### config.mk
export PLATFORM = sky130hd
export DESIGN_NAME = comparator_2bit_serial
export DESIGN_NICKNAME = d
export VERILOG_FILES = /design/src/rtl/comparator_pkg.sv /design/src/rtl/cmp_bit_cell.sv /design/src/rtl/comparator_2bit_serial.sv
export SDC_FILE = /design/constraint.sdc
export NUM_CORES = 1
export LEC_CHECK = 0
export BUFFER_PORTS_ARGS = -buffer_cell sky130_fd_sc_hd__buf_4
export CORE_AREA = 2 2 39 41
export DETAILED_ROUTE_END_ITERATION = 8
export DIE_AREA = 0 0 41 43
export PLACE_DENSITY = 0.57
export SLEW_MARGIN = 20
export SYNTH_ARGS = -nofsm -noshare
export SYNTH_HDL_FRONTEND = slang
export SYNTH_SLANG_ARGS = --single-unit
### constraint.sdc
create_clock -name clk -period 1.6 [get_ports clk]
set_clock_uncertainty 0.05 [all_clocks]
set_input_delay 0.48 -clock clk [delete_from_list [all_inputs] [get_ports clk]]
set_output_delay 0.48 -clock clk [all_outputs]
set_load 0.01 [all_outputs]
### src/rtl/comparator_pkg.sv
// Shared definitions for the serial and parallel magnitude comparators:
// FSM state encoding and the one-hot {x,y,z} result encoding.
package comparator_pkg;

  typedef enum logic [1:0] {
    ST_IDLE  = 2'd0,
    ST_SHIFT = 2'd1,
    ST_DONE  = 2'd2
  } state_t;

  localparam logic [2:0] RES_GT   = 3'b100;
  localparam logic [2:0] RES_EQ   = 3'b010;
  localparam logic [2:0] RES_LT   = 3'b001;
  localparam logic [2:0] RES_NONE = 3'b000;

  // Map the final gt/lt decision flags onto the one-hot {x,y,z} result.
  function automatic logic [2:0] result_encode(input logic gt, input logic lt);
    logic [2:0] res;
    if (gt) begin
      res = RES_GT;
    end else if (lt) begin
      res = RES_LT;
    end else begin
      res = RES_EQ;
    end
    return res;
  endfunction

endpackage

### src/rtl/cmp_bit_cell.sv
// One MSB-first comparison step: the first differing bit pair sets gt or lt,
// after which the decision is held regardless of later bits.
module cmp_bit_cell (
  input  logic a_bit,
  input  logic b_bit,
  input  logic gt_in,
  input  logic lt_in,
  output logic gt_out,
  output logic lt_out
);

  logic undecided_s;

  assign undecided_s = ~gt_in & ~lt_in;
  assign gt_out      = gt_in | (undecided_s & a_bit & ~b_bit);
  assign lt_out      = lt_in | (undecided_s & ~a_bit & b_bit);

endmodule

### src/rtl/comparator_2bit_serial.sv
// Bit-serial magnitude comparator: accepts WIDTH bit pairs MSB first and
// reports A>B / A==B / A<B on x / y / z once the last beat is accepted.
module comparator_2bit_serial
  import comparator_pkg::*;
#(
  parameter int WIDTH = 2
) (
  input  logic clk,
  input  logic rst_n,
  input  logic start,
  input  logic bit_valid,
  input  logic a_bit,
  input  logic b_bit,
  output logic busy,
  output logic done,
  output logic x,
  output logic y,
  output logic z
);

  localparam int CNT_W = $clog2(WIDTH + 1);
  localparam logic [CNT_W-1:0] LAST_CNT = CNT_W'(WIDTH - 1);
  localparam logic [CNT_W-1:0] ONE_CNT  = CNT_W'(1);
  localparam logic [CNT_W-1:0] ZERO_CNT = CNT_W'(0);

  state_t           state_r;
  logic [CNT_W-1:0] cnt_r;
  logic             gt_r;
  logic             lt_r;
  logic             busy_r;
  logic             done_r;
  logic [2:0]       xyz_r;
  logic             gt_next_s;
  logic             lt_next_s;

  cmp_bit_cell u_cell (
    .a_bit (a_bit),
    .b_bit (b_bit),
    .gt_in (gt_r),
    .lt_in (lt_r),
    .gt_out(gt_next_s),
    .lt_out(lt_next_s)
  );

  // Control FSM, beat counter, decision flags and registered outputs.
  always_ff @(posedge clk or negedge rst_n) begin
    if (!rst_n) begin
      state_r <= ST_IDLE;
      cnt_r   <= ZERO_CNT;
      gt_r    <= 1'b0;
      lt_r    <= 1'b0;
      busy_r  <= 1'b0;
      done_r  <= 1'b0;
      xyz_r   <= RES_NONE;
    end else begin
      case (state_r)
        ST_IDLE, ST_DONE: begin
          if (start) begin
            state_r <= ST_SHIFT;
            cnt_r   <= ZERO_CNT;
            gt_r    <= 1'b0;
            lt_r    <= 1'b0;
            busy_r  <= 1'b1;
            done_r  <= 1'b0;
            xyz_r   <= RES_NONE;
          end
        end
        ST_SHIFT: begin
          // start wins over a beat arriving in the same cycle
          if (start) begin
            cnt_r <= ZERO_CNT;
            gt_r  <= 1'b0;
            lt_r  <= 1'b0;
          end else if (bit_valid) begin
            cnt_r <= cnt_r + ONE_CNT;
            gt_r  <= gt_next_s;
            lt_r  <= lt_next_s;
            if (cnt_r == LAST_CNT) begin
              state_r <= ST_DONE;
              busy_r  <= 1'b0;
              done_r  <= 1'b1;
              xyz_r   <= result_encode(gt_next_s, lt_next_s);
            end
          end
        end
        default: begin
          state_r <= ST_IDLE;
          cnt_r   <= ZERO_CNT;
          gt_r    <= 1'b0;
          lt_r    <= 1'b0;
          busy_r  <= 1'b0;
          done_r  <= 1'b0;
          xyz_r   <= RES_NONE;
        end
      endcase
    end
  end

  assign busy = busy_r;
  assign done = done_r;
  assign x    = xyz_r[2];
  assign y    = xyz_r[1];
  assign z    = xyz_r[0];

endmodule
* Word level (Yosys, flattened, before mapping)
Index checks and enable logic that the tools add are counted.
** Storage, ports and cells
- Flip-flop bits (word level) :: 11
- Input bits :: 6
** Cells by class
- Bitwise gates (word level) :: 11
- Add/sub/neg operators :: 1
- Equal/unequal tests :: 8
- Reduce and logical (&&, ||, !) cells :: 4
- Multiplexer cells :: 32
** Operators by type and width (count)
- $mux W2 :: 8
- $mux W3 :: 5
- $mux W1 :: 12
- $ne A2 B2 Y1 const B :: 4
- $pmux W1 S2 :: 4
- $pmux W2 S2 :: 2
- $pmux W3 S2 :: 1
- $and A1 B1 Y1 :: 5
- $eq A2 B1 Y1 const B :: 2
- $not A1 Y1 :: 4
- $reduce_and A4 Y1 :: 1
- $ne A3 B3 Y1 const B :: 1
- $add A2 B1 Y2 const B :: 1
- $eq A2 B2 Y1 const B :: 1
- $logic_not A2 Y1 :: 1
- $or A1 B1 Y1 :: 2
- $reduce_and A2 Y1 :: 1
- $reduce_or A2 Y1 :: 1

* Longest topological paths before layout
Gate-level depths: netlist (run 1).
- Word-level depth :: 11
- Gate-level depth with buffers :: 5
- Mapped depth without buffers :: 5

* Hierarchy
From an unflattened synthesis (run 1), not the netlist that was laid out.
** Second synthesis, totals
- Cells, all modules :: 43
- Area, all modules :: 476.7 sq um
** Modules (own cells, without submodules)
- comparator_2bit_serial :: area each 451.7 sq um, cells an instance 39, instances 1
- cmp_bit_cell :: area each 25.0 sq um, cells an instance 4, instances 1

* Worst setup path before layout (run 1)
Ideal clock, no wire load.
- Kind :: register to register
- Start :: register cnt_r[1]
- End :: register busy_r (netlist: busy)
- Cell stages (with the launch flop) :: 6
- Setup time :: 0.119 ns
- Buffers on the path :: 0
- Period minus slack after synthesis :: 1.250 ns
- Path slack :: 0.350 ns
- Data arrival time :: 1.082 ns
- Path through :: dfrtp_1 -> inv_1 -> ha_1 -> and4b_4 -> a211oi_4 -> a21o_2
** Between the ends
- Longest elaborated chain between the ends :: 3
** RTL lines
- from (decl) :: line comparator_2bit_serial.sv:27 : logic [CNT_W-1:0] cnt_r;
- from (signal assigned) :: line comparator_2bit_serial.sv:75 : cnt_r <= cnt_r + ONE_CNT;
- $eq A2 B1 Y1 :: line comparator_2bit_serial.sv:78 : if (cnt_r == LAST_CNT) begin
- $ne A2 B2 Y1 (no line)
- $reduce_and A4 Y1 (no line)
- to (signal assigned) :: line comparator_2bit_serial.sv:63 : busy_r <= 1'b1;
- to (signal assigned) :: line comparator_2bit_serial.sv:80 : busy_r <= 1'b0;
- to (signal assigned) :: line comparator_2bit_serial.sv:91 : busy_r <= 1'b0;
- to (decl) :: line comparator_2bit_serial.sv:30 : logic busy_r;
No other way between the ends.
A chain may end at the register's enable or synchronous reset.

==> results of run 1 <==
-- timing repair --
| action | 4_1_cts | 5_1_grt |
|---|---|---|
| hold buffers | 1 | 0 |
| endpoints found under the hold margin | 10 | 0 |
| setup endpoints to repair | 0 | 0 |
-- layout make-up --
class                           count  area [sq um]
Clock buffer                        4         36.28
Timing Repair Buffer               13         100.1
Tap cell                           16         20.02
Inverter                            2         7.507
Multi-Input combinational cell     33         244.0
Sequential cell                    10         250.2
Fill cell                         126         725.7
-- cell usage in the layout, fill, tap and decap left out, types with 2 or more instances in the layout --
cell,n
buf_4,12
dfrtp_1,10
nand2_1,4
nor2_1,4
a21oi_1,3
nor3b_1,3
clkbuf_4,3
inv_1,2
a32o_1,2
a21o_1,2
-- through the flow --
| stage | setup slack [ns] | power (mW) | util |
|---|---|---|---|
| 2_1_floorplan | 0.3498 | 0.4506 | - |
| 3_3_place_gp | 0.2187 | 0.5402 | 0.4421 |
| 3_5_place_dp | 0.2107 | 0.5411 | 0.4421 |
| 4_1_cts | 0.1579 | 0.7787 | 0.4756 |
| 5_1_grt | 0.1133 | 0.8179 | 0.4756 |
| 6_report | 0.1756 | 0.7637 | 0.4756 |
-- where the power goes --
part           switching (mW)  total, mW  internal, mW
clock                  0.0895      0.228         0.138
combinational          0.0870      0.201         0.114
sequential             0.0383      0.334         0.296
-- state kept, by name, indices dropped and copies added (netlist names) --
signal,count
cnt_r,2
xyz_r,3
lt_r,1
state_r,2
gt_r,1
busy,1
-- cells by family after synthesis --
group | Yosys count | share of synthesized area
flip-flops | 10 | 0.4914
buffers and inverters | 3 | 0.02950
multiplexers | 1 | 0.01966
XOR/XNOR | 1 | 0.01720
adder cells (fa/ha/maj) | 1 | 0.02457
AND/OR/NAND/NOR | 16 | 0.1892
AO/OA/AOI/OAI | 14 | 0.2285
-- worst max path at each step --
stage / from / endpoint / slack [ns]
after floorplan: cnt_r[1] / busy / 0.35
after global placement: start / busy / 0.22
after global routing: state_r[1] / done / 0.11
after CTS: state_r[1] / done / 0.16
final: state_r[1] / done / 0.18
after detailed placement: start / xyz_r[1] / 0.21
-- layer usage --
layer / routed length, um / up-vias / global-route usage / part of all wire
met5: 0 / - / 0 / 0
met4: 34 / 0 / 0.1000 / 0.034
met3: 62 / 4 / 0.09424 / 0.062
met2: 434 / 8 / 0.1813 / 0.43
met1: 477 / 187 / 0.2034 / 0.47
li1: - / 202 / - / -
==> results.toml, run 1 <==
[run_status]
run_status = "complete, no violations"

[logic_synthesis]
top_flip_flop_cell_by_instance_count_after_synthesis = "dfrtp_1"
synth.avg_cell_area_sq_um = 11.07
post_synth_most_frequent_cells = "dfrtp_1, nand2_1, nor2_1"
synth.top_cells.by_area = "dfrtp_1, nor3b_1, a211oi_4, a32o_1, a21oi_1"
yosys_register_bits = 10
async_sr_flop_fraction = 1.000
synth_edf_count = 0
synthesis.yosys.warnings = 0
netlist_instances = 46
synth_seq_area_share = 0.4914
synth.distinct_cells = 24
synth_area_sq_um = 509.2
synth_nets = 53
library_cell_with_the_highest_instance_count_after_synthesis = "dfrtp_1"
netlist.area_leader.share = 0.4914
synth.largest_area_cell = "dfrtp_1"

[timing]
report.final.hold_viol_count = 0
setup-tns-final_ns = 0
fin_crit_sh = 0.8902
worstMarginPinSlew_ns = 0.3318
final_slew_violations = 0
timing.final.crit_period_ns = 1.424
slew_headroom = 0.7788
final.hold.worst_slack_ns = 0.4410
timing.final.setup_violations = 0
fmax_mhz = 702.1
rsz0062_at_grt = "no"

[clocking]
cts_post_setup_buffers_inserted = 0
cts-resized-gates = 0
cts-root-to-sink-buffers = 2
ctsHtreeMaxLevel = 1
cts.sink_count = 10
tritoncts = "yes"
clock_insertion_delay_worst_skew_ns = 0.27
clock_buffers_created_by_tritoncts = 3
clk_root_buffer_cell = "clkbuf_4"
clk_transition_reported_paths_ns = 0.06

[die]
die_h_um = 43
num_io_pins = 11
total_die_area_sq_um = 1763
core_area_sq_um = 1384
std_cell_rows = 14
floorplan.initialDensity = 0.3680
floorplan.die.width_um = 41

[layout]
finish.instance_area_sq_um = 658.1
area_growth_syn_to_layout_pct = 29.24
numnets_final = 70
final_cell_count_no_fill = 78
final_layout_size_suffix_gt1_frac = 0.3226
antenna-diode-count = 0

[grt]
final_global_route_overflow_total = 0
first_global_vias = 364
grt_start_max_net_pins = 11
groute.usage.overall = 0.1541
grt_first_pass_wirelength_um = 1690
antenna_found_initial = 0

[placed_design]
place.gp.congestion = 0.7233
dpl.hpwl_um = 751.2
place.port_buffers = 10
placed_cells_incl_taps = 73
post_dp_cell_area_sq_um = 611.8

[worst_setup_path]
cp-start-kind = "register"
worstPathMaxFanout = 6
cp_slowest_cell = "dfrtp_1"
worst-path-stages = 1
critical-path-max-stage-delay_ns = 0.45
cp_num_buf_inv = 1
timing.reg2reg.worst_path_depth = 3
crit_family = "flip-flops"
critPathKind = "register to output port"
timing.reg2reg.setup_slack_ns = 0.21
critical_path_cell_by_cell = "buf_4"
timing.rr.end = "busy"
cp_data_arrival_time_ns = 0.89
cp.required_ns = 1.07
worst_r2r_startpoint = "state_r[0]"
critical_path.endpoint_type = "output port"

[worst_hold_path]
hold_path_class = "register to register"
worstHoldEndpoint = "busy"
holdCritStartpoint = "busy"
min_path_cells = 1

[route]
detailedRoute.firstPassIterationCount = 4
ant_nets = 0
via_count = 401
routedWlPerCell_um = 12.91
drc = 0
drt-vias-per-instance = 5.141
totalWireLength_um = 1007
dr.first_iter.drc_count = 6

[power_and_ir_drop]
max_rail_drop_vdd_uv = 666.0
p_per_area_nw_per_um2 = 1160
p_leak_nw = 0.3218

[job]
timing.max_cap.violations = 0
(Power assumes the default switching activity.)
==> run 2, diff against run 1 <==
--- a/config.mk
+++ b/config.mk
@@ -5,11 +5,12 @@
 export SDC_FILE = /design/constraint.sdc
 export NUM_CORES = 1
 export LEC_CHECK = 0
+export ABC_AREA = 1
 export BUFFER_PORTS_ARGS = -buffer_cell sky130_fd_sc_hd__buf_4
 export CORE_AREA = 2 2 39 41
 export DETAILED_ROUTE_END_ITERATION = 8
 export DIE_AREA = 0 0 41 43
-export PLACE_DENSITY = 0.57
+export PLACE_DENSITY = 0.56
 export SLEW_MARGIN = 20
 export SYNTH_ARGS = -nofsm -noshare
 export SYNTH_HDL_FRONTEND = slang
==> results.toml, run 2 <==
[clocking]
tritoncts = "yes"
clock_buffers_created_by_tritoncts = 3
clk_root_buffer_cell = "clkbuf_4"
cts-root-to-sink-buffers = 2
ctsHtreeMaxLevel = 1
clk_transition_reported_paths_ns = 0.08
cts-resized-gates = 0
cts.sink_count = 10
cts_post_setup_buffers_inserted = 0
clock_insertion_delay_worst_skew_ns = 0.27

[worst_hold_path]
min_path_cells = 2
hold_path_class = "register to register"
holdCritStartpoint = "busy"
worstHoldEndpoint = "busy"

[logic_synthesis]
synth.avg_cell_area_sq_um = 7.765
netlist.area_leader.share = 0.5115
top_flip_flop_cell_by_instance_count_after_synthesis = "dfrtp_1"
synth.top_cells.by_area = "dfrtp_1, nand2_1, inv_1, nand3_1, ha_1"
synth_seq_area_share = 0.5115
netlist_instances = 63
post_synth_most_frequent_cells = "nand2_1, inv_1, dfrtp_1"
yosys_register_bits = 10
synth_area_sq_um = 489.2
synth_nets = 70
synthesis.yosys.warnings = 0
synth.distinct_cells = 13
library_cell_with_the_highest_instance_count_after_synthesis = "nand2_1"
synth.largest_area_cell = "dfrtp_1"
async_sr_flop_fraction = 1.000
synth_edf_count = 0

[timing]
fmax_mhz = 754.4
timing.final.crit_period_ns = 1.326
worstMarginPinSlew_ns = 0.2711
setup-tns-final_ns = 0
setup_ws_ns = 0.2744
fin_crit_sh = 0.8285
slew_headroom = 0.8183
final.hold.worst_slack_ns = 0.4239
final_slew_violations = 0
report.final.hold_viol_count = 0
timing.final.setup_violations = 0
rsz0062_at_grt = "no"

[grt]
grt_first_pass_wirelength_um = 1414
antenna_found_initial = 0
first_global_vias = 352
final_global_route_overflow_total = 0
grt_start_max_net_pins = 11
groute.usage.overall = 0.1245

[die]
die_h_um = 43
floorplan.die.width_um = 41
num_io_pins = 11
floorplan.initialDensity = 0.3535
core_area_sq_um = 1384
std_cell_rows = 14
total_die_area_sq_um = 1763

[job]
timing.max_cap.violations = 0

[worst_setup_path]
critPathKind = "register to output port"
crit_family = "flip-flops"
cp.required_ns = 1.07
cp-start-kind = "register"
cp_data_arrival_time_ns = 0.80
worst_r2r_startpoint = "cnt_r[1]"
timing.reg2reg.worst_path_depth = 7
timing.reg2reg.setup_slack_ns = 0.46
critical_path_cell_by_cell = "buf_4"
timing.rr.end = "xyz_r[0]"
cp_slowest_cell = "dfrtp_1"
worstPathMaxFanout = 2
cp_num_buf_inv = 1
critical-path-max-stage-delay_ns = 0.38
critical_path.endpoint_type = "output port"

[placed_design]
placed_cells_incl_taps = 89
dpl.hpwl_um = 634.3
place.gp.congestion = 0.7139
pre_cts_ws_ns = 0.3650
place.port_buffers = 10

[route]
detailedRoute.firstPassIterationCount = 2
totalWireLength_um = 885
drt-vias-per-instance = 4.319
routedWlPerCell_um = 9.415
via_count = 406
dr.first_iter.drc_count = 4
ant_nets = 0
drc = 0

[power_and_ir_drop]
max_rail_drop_vdd_uv = 461.5
p_leak_nw = 0.3716
p_per_area_nw_per_um2 = 1323

[layout]
final_layout_size_suffix_gt1_frac = 0.2564
final_cell_count_no_fill = 94
antenna-diode-count = 0
register_ranked_first_by_flip_flop_count = "xyz_r"
biggestRegsByFlops = "xyz_r: 3 flops, cnt_r: 2 flops, state_r: 2 flops"
area_growth_syn_to_layout_pct = 28.90
final_cell_mix = "nand2_1, inv_1, dfrtp_1, buf_4, nand3_1"
layout_commonest_cell = "nand2_1"
count_of_filler_cells_inserted_in_the_layout = 146
largest_register_ff_count = 3
numnets_final = 86

[run_status]
run_status = "complete, no violations"
## run 2: power breakdown
part	switching [mW]	internal [mW]	leakage [nW]
clock	0.103	0.138	0.0210
sequential	0.0302	0.303	0.134
combinational	0.160	0.0990	0.216
total	0.294	0.541	0.372
## run 2: cells by family (layout without fill, tap and decap cells)
logic type / Yosys count / in the layout / synth area share
AND/OR/NAND/NOR: 36 / 36 / 0.3222
buffers and inverters: 13 / 28 / 0.09973
flip-flops: 10 / 10 / 0.5115
AO/OA/AOI/OAI: 3 / 3 / 0.04092
adder cells (fa/ha/maj): 1 / 1 / 0.02557
## run 2: how the worst max path moves through the flow
| stage | start | end | cells past startpoint |
|---|---|---|---|
| 4_1_cts | xyz_r[1] | y | 1 |
| 5_1_grt | state_r[1] | done | 1 |
| 2_1_floorplan | cnt_r[1] | xyz_r[0] | 7 |
| 3_5_place_dp | start | xyz_r[0] | 7 |
| 3_3_place_gp | start | xyz_r[2] | 7 |
| 6_report | state_r[1] | done | 1 |
## run 2: layout make-up
type | instances | area [sq um] | area share
clock buffer | 4 | 36.28 | 0.05754
multi-input combinational | 40 | 190.2 | 0.3016
timing repair buffer | 11 | 85.08 | 0.1349
inverter | 13 | 48.80 | 0.07738
sequential | 10 | 250.2 | 0.3968
tap | 16 | 20.02 | 0.03175
## run 2: repair_timing
action / CTS / global route
endpoints found under the hold margin: 10 / 0
hold buffers: 1 / 0
setup endpoints to repair: 0 / 0
## run 2: metal layers
metal  GRT usage  vias up  wire length, um
li1            -      221                -
met1      0.1551      172              441
met2      0.1625        9              378
met3     0.03141        4               38
met4      0.1200        0               26
met5           0        -                0
## run 2: stage by stage
stage	instance area, sq um	util	total power, mW
5_1_grt	630.6	0.4557	0.8900
4_1_cts	630.6	0.4557	0.8431
3_5_place_dp	584.3	0.4222	0.5988
2_1_floorplan	489.2	-	0.5158
6_report	630.6	0.4557	0.8342
3_3_place_gp	584.3	0.4222	0.5959
